===== config.mk =====
export PLATFORM = sky130hd
export DESIGN_NAME = pipelined_skip_adder
export DESIGN_NICKNAME = d
export VERILOG_FILES = /design/src/rtl/pipe_adder_pkg.sv /design/src/rtl/carry_skip_segment.sv /design/src/rtl/pipelined_skip_adder.sv
export SDC_FILE = /design/constraint.sdc
export NUM_CORES = 1
export LEC_CHECK = 0
export BUFFER_PORTS_ARGS = -buffer_cell sky130_fd_sc_hd__buf_2
export CORE_ASPECT_RATIO = 1.5
export CORE_UTILIZATION = 57
export CTS_BUF_LIST = sky130_fd_sc_hd__clkbuf_8
export CTS_CLUSTER_DIAMETER = 120
export DETAILED_ROUTE_END_ITERATION = 10
export GPL_TIMING_DRIVEN = 0
export PLACE_DENSITY_LB_ADDON = 0.15
export SYNTH_ARGS = -nofsm -noshare
export SYNTH_HDL_FRONTEND = slang
export SYNTH_SLANG_ARGS = --single-unit

===== constraint.sdc =====
create_clock -name clk -period 8 [get_ports clk]
set_input_delay 1.6 -clock clk [delete_from_list [all_inputs] [get_ports clk]]
set_output_delay 1.6 -clock clk [all_outputs]
set_load 0.02 [all_outputs]

===== src/rtl/pipe_adder_pkg.sv =====
// pipe_adder_pkg: default geometry and stage-count helper for the pipelined carry-skip adder
package pipe_adder_pkg;
  localparam int DEF_WIDTH = 64;
  localparam int DEF_SEG = 16;
  localparam int DEF_BLK = 4;
  function automatic int nseg(input int width, input int seg);
    return width / seg;
  endfunction
endpackage


===== src/rtl/carry_skip_segment.sv =====
// carry_skip_segment: combinational SEG-bit add from BLK-bit ripple blocks with block-propagate carry skip
module carry_skip_segment #(
  parameter int SEG = 16,
  parameter int BLK = 4
) (
  input  logic [SEG-1:0] a,
  input  logic [SEG-1:0] b,
  input  logic           cin,
  output logic [SEG-1:0] sum,
  output logic           cout
);
  localparam int NB = SEG / BLK;
  always_comb begin
    logic c;
    logic [BLK:0] r;
    c = cin;
    r = '0;
    sum = '0;
    for (int i = 0; i < NB; i++) begin
      r = {1'b0, a[i*BLK +: BLK]} + {1'b0, b[i*BLK +: BLK]} + {{BLK{1'b0}}, c};
      sum[i*BLK +: BLK] = r[BLK-1:0];
      c = &(a[i*BLK +: BLK] ^ b[i*BLK +: BLK]) ? c : r[BLK];
    end
    cout = c;
  end
endmodule


===== src/rtl/pipelined_skip_adder.sv =====
// pipelined_skip_adder: valid/ready pipelined carry-skip adder, one SEG-bit segment per stage
// Signed overflow output ovf is built only when PIPE_ADDER_OVF_EN is defined.
module pipelined_skip_adder
  import pipe_adder_pkg::*;
#(
  parameter int WIDTH = DEF_WIDTH,
  parameter int SEG = DEF_SEG,
  parameter int BLK = DEF_BLK
) (
  input  logic             clk,
  input  logic             rst_n,
  input  logic             in_valid,
  output logic             in_ready,
  input  logic [WIDTH-1:0] a,
  input  logic [WIDTH-1:0] b,
  input  logic             cin,
  output logic             out_valid,
  input  logic             out_ready,
  output logic [WIDTH-1:0] sum,
  output logic             cout
`ifdef PIPE_ADDER_OVF_EN
  ,
  output logic             ovf
`endif
);
  localparam int NSEG = nseg(WIDTH, SEG);
  if (WIDTH % SEG != 0 || SEG % BLK != 0 || NSEG < 1) begin : g_bad
    $error("pipelined_skip_adder: WIDTH must be a multiple of SEG and SEG a multiple of BLK");
  end
  logic [NSEG:0] v, ld, cq;
  logic [WIDTH-1:0] aq [NSEG];
  logic [WIDTH-1:0] bq [NSEG];
  logic [WIDTH-1:0] sq [NSEG+1];
  logic [SEG-1:0] ss [NSEG];
  logic [NSEG-1:0] sc;
  for (genvar i = 0; i < NSEG; i++) begin : g_seg
    carry_skip_segment #(.SEG(SEG), .BLK(BLK)) u_seg (
      .a(aq[i][i*SEG +: SEG]),
      .b(bq[i][i*SEG +: SEG]),
      .cin(cq[i]),
      .sum(ss[i]),
      .cout(sc[i])
    );
  end
  // a stage can load if it is empty or everything below it can make room this cycle
  always_comb begin
    logic r;
    r = out_ready;
    ld = '0;
    for (int k = NSEG; k >= 0; k--) begin
      r = !v[k] || r;
      ld[k] = r;
    end
  end
  always_ff @(posedge clk or negedge rst_n) begin
    if (!rst_n) begin
      v <= '0;
      cq <= '0;
      for (int k = 0; k < NSEG; k++) begin
        aq[k] <= '0;
        bq[k] <= '0;
      end
      for (int k = 0; k <= NSEG; k++) sq[k] <= '0;
    end else begin
      if (ld[0]) v[0] <= in_valid;
      if (ld[0] && in_valid) begin
        aq[0] <= a;
        bq[0] <= b;
        cq[0] <= cin;
      end
      for (int k = 1; k <= NSEG; k++) begin
        if (ld[k]) v[k] <= v[k-1];
        if (ld[k] && v[k-1]) begin
          cq[k] <= sc[k-1];
          sq[k] <= sq[k-1];
          sq[k][(k-1)*SEG +: SEG] <= ss[k-1];
        end
      end
      for (int k = 1; k < NSEG; k++) begin
        if (ld[k] && v[k-1]) begin
          aq[k] <= aq[k-1];
          bq[k] <= bq[k-1];
        end
      end
    end
  end
`ifdef PIPE_ADDER_OVF_EN
  always_ff @(posedge clk or negedge rst_n) begin
    if (!rst_n) ovf <= 1'b0;
    else if (ld[NSEG] && v[NSEG-1]) ovf <= (aq[NSEG-1][WIDTH-1] == bq[NSEG-1][WIDTH-1]) && (ss[NSEG-1][SEG-1] != aq[NSEG-1][WIDTH-1]);
  end
`endif
  assign in_ready = ld[0];
  assign out_valid = v[NSEG];
  assign sum = sq[NSEG];
  assign cout = cq[NSEG];
endmodule


==> results of run 1 <==
[worst max-delay path, stage by stage, from the launching register on]
cell and delay (ns):
dfrtp_1 0.42, inv_1 0.12, fa_1 0.19, inv_1 0.07, fa_1 0.41, a21o_1 0.18
a21oi_1 0.20, a21oi_1 0.13, fa_1 0.43, fa_1 0.43, a21o_1 0.18, a211oi_1 0.24
a311oi_1 0.13, fa_1 0.44, fa_1 0.41, a21o_1 0.20, a21o_1 0.17, mux2i_1 0.29
inv_1 0.10, fa_1 0.40, inv_1 0.08, fa_1 0.20, nand2_1 0.06, a21o_1 0.18
a211oi_1 0.23, a221oi_1 0.08
[cell usage in the layout (no fill, tap or decap), types with 15 or more instances in the layout]
master and instances:
inv_1 61, xor2_1 21, nand2_1 60, clkbuf_1 15, fa_1 32, o21ai_0 52
buf_4 65, a21oi_1 33, buf_2 233, ha_1 64, dfrtp_1 490, a21o_1 29
mux2_2 385, clkbuf_8 91, mux2_4 50
[state kept, by name (all words and copies together), names as in the netlist]
register,flops
aq,160
bq,160
sq,96
sum,64
cq,5
v,5
[cell families after synthesis]
kind of cell / share of synthesized area
compound gates: 0.03520
flops: 0.5759
fa+ha+maj: 0.06770
buf+inv: 0.04455
simple gates: 0.02410
xor+xnor: 0.01316
mux: 0.2394
[path summary, 6_finish.rpt]
kind,slack [ns],start,endpoint,cells past startpoint
max,1.88,cq[2],cq[3],25
min,0.47,sq[194],sq[194],2
max reg2reg,1.88,cq[2],cq[3],25
min reg2reg,0.47,sq[194],sq[194],2
max in group asynchronous,5.83,rst_n,sq[154],3
min in group asynchronous,0.89,rst_n,bq[244],1
[routing by layer]
layer / vias to the layer above / GRT usage / wire (um)
met2: 234 / 0.4000 / 21460
met1: 6050 / 0.2625 / 16170
li1: 5544 / - / -
met3: 84 / 0.04285 / 1577
met5: - / 0 / 51
met4: 8 / 0.08716 / 1146
[through the flow]
step / util / std cells / power, W / TNS (ns) / cell area, um^2
3_3_place_gp: 0.6221 / 2133 / 0.007048 / -2069.16 / 22890
6_report: 0.6622 / 2254 / 0.009038 / 0 / 24370
5_1_grt: 0.6622 / 2254 / 0.009670 / 0 / 24370
3_5_place_dp: 0.6253 / 2137 / 0.007208 / 0 / 23010
2_1_floorplan: - / 1450 / 0.006248 / 0 / 21290
4_1_cts: 0.6622 / 2253 / 0.009169 / 0 / 24370
[layout make-up]
type | count | area, um^2
clock inverter | 25 | 103.9
tap | 484 | 605.6
sequential | 490 | 12260
inverter | 40 | 150.1
timing repair buffer | 203 | 1116
buffer | 122 | 798.3
antenna | 1 | 2.502
multi-input combinational | 798 | 8080
fill | 2806 | 12430
clock buffer | 91 | 1252
[power by group through the flow]
stage / Clock, W / Sequential, W / Combinational, W
after floorplan: 0 / 0.00376 / 0.00249
after global placement: 0 / 0.00391 / 0.00314
after detailed placement: 0 / 0.00394 / 0.00326
after CTS: 0.00198 / 0.00390 / 0.00329
after global routing: 0.00209 / 0.00401 / 0.00357
final: 0.00191 / 0.00389 / 0.00323
==> results.json, run 1 <==
{
  "status": "finished, final reports clean",
  "die_area_um2": 38140,
  "pwr-share-clk": 0.211,
  "insertion_delay_ns": 0.61,
  "drc": 0,
  "fin_crit_ns": 6.124,
  "num_io_pins": 200,
  "arrival_ns": 6.59,
  "netlist_instances": 1450,
  "slew_viol_final": 0,
  "synthToLayoutAreaGrowth_pct": 14.47,
  "gp_congestion": 0.8182,
  "cts_buffers": 74,
  "initial_core_util": 0.5785,
  "seq_power_share": 0.431,
  "p_sw_frac": 0.3237,
  "synthArstFlopShare": 1.000,
  "synth-edff-count": 0,
  "cts_max_path_buffers": 3,
  "clockRootBuffer": "clkbuf_8",
  "hold_class": "reg2reg",
  "max-cap-violations": 0,
  "startpoint_type": "flop",
  "ys_seq_area_frac": 0.5759,
  "yosysTopAreaCell": "dfrtp_1",
  "netlist.area_leader.share": 0.5759,
  "yosys.cell_count.top_type": "dfrtp_1",
  "p_comb_frac": 0.358,
  "dieHeight_um": 238.7,
  "place_ws_ns": 1.921,
  "grt_remaining_overflow": 0,
  "fin_crit_sh": 0.7655,
  "ys_top_cells_by_count": "490 x dfrtp_1, 385 x mux2_2, 65 x buf_4",
  "peakVddDrop_uv": 197.6,
  "wirelength_um": 40400,
  "vias": 11920,
  "tightest_slew_ns": 0.6540,
  "cp.required_ns": 8.47,
  "synth_cell_type_count": 40,
  "grt_usage": 0.2226,
  "clkTransAtPathRegs_ns": 0.06,
  "cts_tree": "built",
  "grt_pass1_vias": 12800,
  "postCtsResizedCells": 0,
  "antenna_found_initial": 5,
  "yosys_warnings": 48,
  "internal_power_w": 0.006112,
  "path_max_fanout": 3,
  "max_freq_ghz": 0.1633,
  "drt_iter0_drc": 452,
  "timing.final.ws_setup_ns": 1.876,
  "drive_above_1_share": 0.4760,
  "die_w_um": 159.8,
  "fp-row-count": 86,
  "fin_nets": 1958,
  "avgSynthCellArea_um2": 14.68,
  "viasPerCell": 5.288,
  "skew_ns": 0.01828,
  "design.core.area_um2": 36800,
  "htreeDepth": 3,
  "wl_per_cell_um": 17.92,
  "whs_ns": 0.4719,
  "drt_first_pass_iters": 4,
  "hold_buffers": 0,
  "grt_max_degree": 127,
  "worstSetupPathType": "reg2reg",
  "numPortBuffers": 199,
  "hold_viol_final": 0,
  "syn_area_um2": 21290,
  "post-cts-setup-buffer-count": 0,
  "ys_seq_elements": 490,
  "synth_fp_nets": 1679,
  "cts_sinks": 490,
  "setup_violations": 0,
  "crit_path_end_kind": "flop",
  "post-dp-hpwl_um": 28700,
  "p_sw_w": 0.002926,
  "relSlewSlack": 0.5640,
  "rsz0062_at_grt": "false",
  "power.leakage_nw": 11.51,
  "synth_area_leaders": "dfrtp_1 58%, mux2_2 20%, ha_1 3.8%",
  "ant_nets": 0,
  "power_density_nw_per_um2": 370.8,
  "synthFlopType": "dfrtp_1",
  "grt_pass1_wl_um": 65830
}
Note: power is estimated with default switching activity, not from simulation.
==> run 2, diff against run 1 <==
--- a/config.mk
+++ b/config.mk
@@ -7,7 +7,7 @@
 export LEC_CHECK = 0
 export BUFFER_PORTS_ARGS = -buffer_cell sky130_fd_sc_hd__buf_2
 export CORE_ASPECT_RATIO = 1.5
-export CORE_UTILIZATION = 57
+export CORE_UTILIZATION = 56
 export CTS_BUF_LIST = sky130_fd_sc_hd__clkbuf_8
 export CTS_CLUSTER_DIAMETER = 120
 export DETAILED_ROUTE_END_ITERATION = 10
==> constraint.sdc (replaced) <==
create_clock -name clk -period 5.4 [get_ports clk]
set_input_delay 1.08 -clock clk [delete_from_list [all_inputs] [get_ports clk]]
set_output_delay 1.08 -clock clk [all_outputs]
set_load 0.02 [all_outputs]
==> results.json, run 2 (synthesis gave the netlist of run 1 again) <==
{
  "finalPower_w": 0.01404,
  "arrival_ns": 5.93,
  "cp_common_cell": "fa_2",
  "worstSetupPathType": "reg2reg",
  "clockRootBuffer": "clkbuf_8",
  "cts_sinks": 490,
  "p_sw_w": 0.004619,
  "r2r_slack_ns": -0.04,
  "grt_remaining_overflow": 0,
  "slew_viol_final": 0,
  "timing.final.ws_setup_ns": -0.03883,
  "internal_power_w": 0.009417,
  "drive_above_1_share": 0.5238,
  "post-dp-hpwl_um": 28780,
  "status": "finished with violations",
  "grt_pass1_wl_um": 66670,
  "cts_buffers": 74,
  "tightest_slew_ns": 0.6813,
  "fin_nets": 2004,
  "fin_crit_ns": 5.439,
  "numPortBuffers": 199,
  "clkTransAtPathRegs_ns": 0.06,
  "path_max_fanout": 3,
  "peakVddDrop_uv": 290.6,
  "seq_area_um2": 12260,
  "die_w_um": 161.2,
  "critPathSlowestCell": "dfrtp_1",
  "pwr-share-clk": 0.200,
  "drt_first_pass_iters": 4,
  "crit_path_end_kind": "flop",
  "rsz0062_at_grt": "true",
  "fin_crit_sh": 1.007,
  "design.core.area_um2": 37550,
  "slowest_delay_ns": 0.41,
  "grt_usage": 0.2229,
  "max-cap-violations": 0,
  "relSlewSlack": 0.5458,
  "grt_pass1_vias": 13030,
  "dieHeight_um": 240.8,
  "skew_ns": 0.02676,
  "antenna_found_initial": 6,
  "startpoint_type": "flop",
  "cts_max_path_buffers": 3,
  "mostFrequentLayoutCell": "dfrtp_1",
  "cp.required_ns": 5.90,
  "power.leakage_nw": 11.73,
  "hold_viol_final": 0,
  "drt_iter0_drc": 466,
  "initial_core_util": 0.5669,
  "stdcell_count": 2316,
  "max_freq_ghz": 0.1839,
  "p_sw_frac": 0.3291,
  "num_io_pins": 200,
  "wl_per_cell_um": 17.85,
  "gp_congestion": 0.8137,
  "power_density_nw_per_um2": 563.5,
  "fp-row-count": 87,
  "failed_checks": "setup timing",
  "die_area_um2": 38820,
  "vias": 12120,
  "stdcell_area_um2": 24910,
  "synthToLayoutAreaGrowth_pct": 16.99,
  "utilization": 0.6632,
  "wirelength_um": 41330,
  "fill_cells": 2865,
  "hold_class": "in2async",
  "drc": 0,
  "place_ws_ns": -0.7056,
  "grt_max_degree": 129,
  "seq_power_share": 0.411,
  "mostFrequentLayoutCells": "490 x dfrtp_1, 385 x mux2_2, 233 x buf_2",
  "setup_violations": 2,
  "htreeDepth": 3,
  "hold_buffers": 0,
  "ant_nets": 0,
  "dp_cells": 2142,
  "insertion_delay_ns": 0.63,
  "cts_tree": "built",
  "postPlaceCellArea_um2": 23020,
  "viasPerCell": 5.234,
  "multiInputGateArea_um2": 8269,
  "p_comb_frac": 0.388,
  "top_regs": "aq: 160 flops, bq: 160 flops, sq: 96 flops"
}
[run 2: cell types whose count changed in the layout (fill, tap and decap cells not counted), sizes merged]
cell      delta
buf         +46
clkbuf       -7
clkinv       +7
clkinvlp     +2
diode        +1
inv          +8
[run 2: cell type report]
class                           instances  area share
Buffer                                122     0.03205
Antenna cell                            2   0.0002009
Multi-Input combinational cell        798      0.3320
Sequential cell                       490      0.4923
Tap cell                              489     0.02456
Clock inverter                         42    0.007786
Timing Repair Buffer                  249     0.05867
Clock buffer                           84     0.04642
Inverter                               40    0.006028
[run 2: through the flow]
step	TNS, ns	hold WS [ns]
2_1_floorplan	0	0.4460
3_3_place_gp	-3086.45	0.4581
3_5_place_dp	-3.433	0.4665
4_1_cts	-0.004104	0.3157
5_1_grt	-1.122	0.3511
6_report	-0.06484	0.3439
[run 2: path summary, 6_finish.rpt]
path / start / to / depth (start not counted)
worst min register to register: sq[154] / sq[154] / 2
worst max-delay path: bq[96] / cq[3] / 25
min in group clk: sq[154] / sq[154] / 2
worst max register to register: bq[96] / cq[3] / 25
max in group asynchronous: rst_n / aq[152] / 3
worst min-delay path: rst_n / bq[244] / 1
[run 2: per-layer routing]
layer  share of wire  track usage  up-vias
met2            0.53       0.3988      232
met3           0.037      0.03849       96
met1            0.40       0.2622     6140
met5          0.0010            0        -
met4           0.032      0.09977        8
li1                -            -     5646
[run 2: power groups by stage]
stage          clock network (W)  registers [W]  logic, W
2_1_floorplan                  0        0.00557   0.00369
3_3_place_gp                   0        0.00579   0.00464
3_5_place_dp                   0        0.00585   0.00481
4_1_cts                  0.00291        0.00580   0.00516
5_1_grt                  0.00305        0.00596   0.00603
6_report                 0.00281        0.00578   0.00545
[run 2: critical path: cells and delay by family (launching register included)]
family / cells / cell delay (ns)
compound gates: 11 / 1.88
fa+ha+maj: 8 / 2.56
buf+inv: 4 / 0.25
flops: 1 / 0.41
mux: 1 / 0.16
simple gates: 1 / 0.06
[run 2: repair_timing]
item,4_1_cts,5_1_grt
buffers inserted,19,27
setup endpoints to repair,12,12
gates resized for setup,33,38
pin swaps,5,39
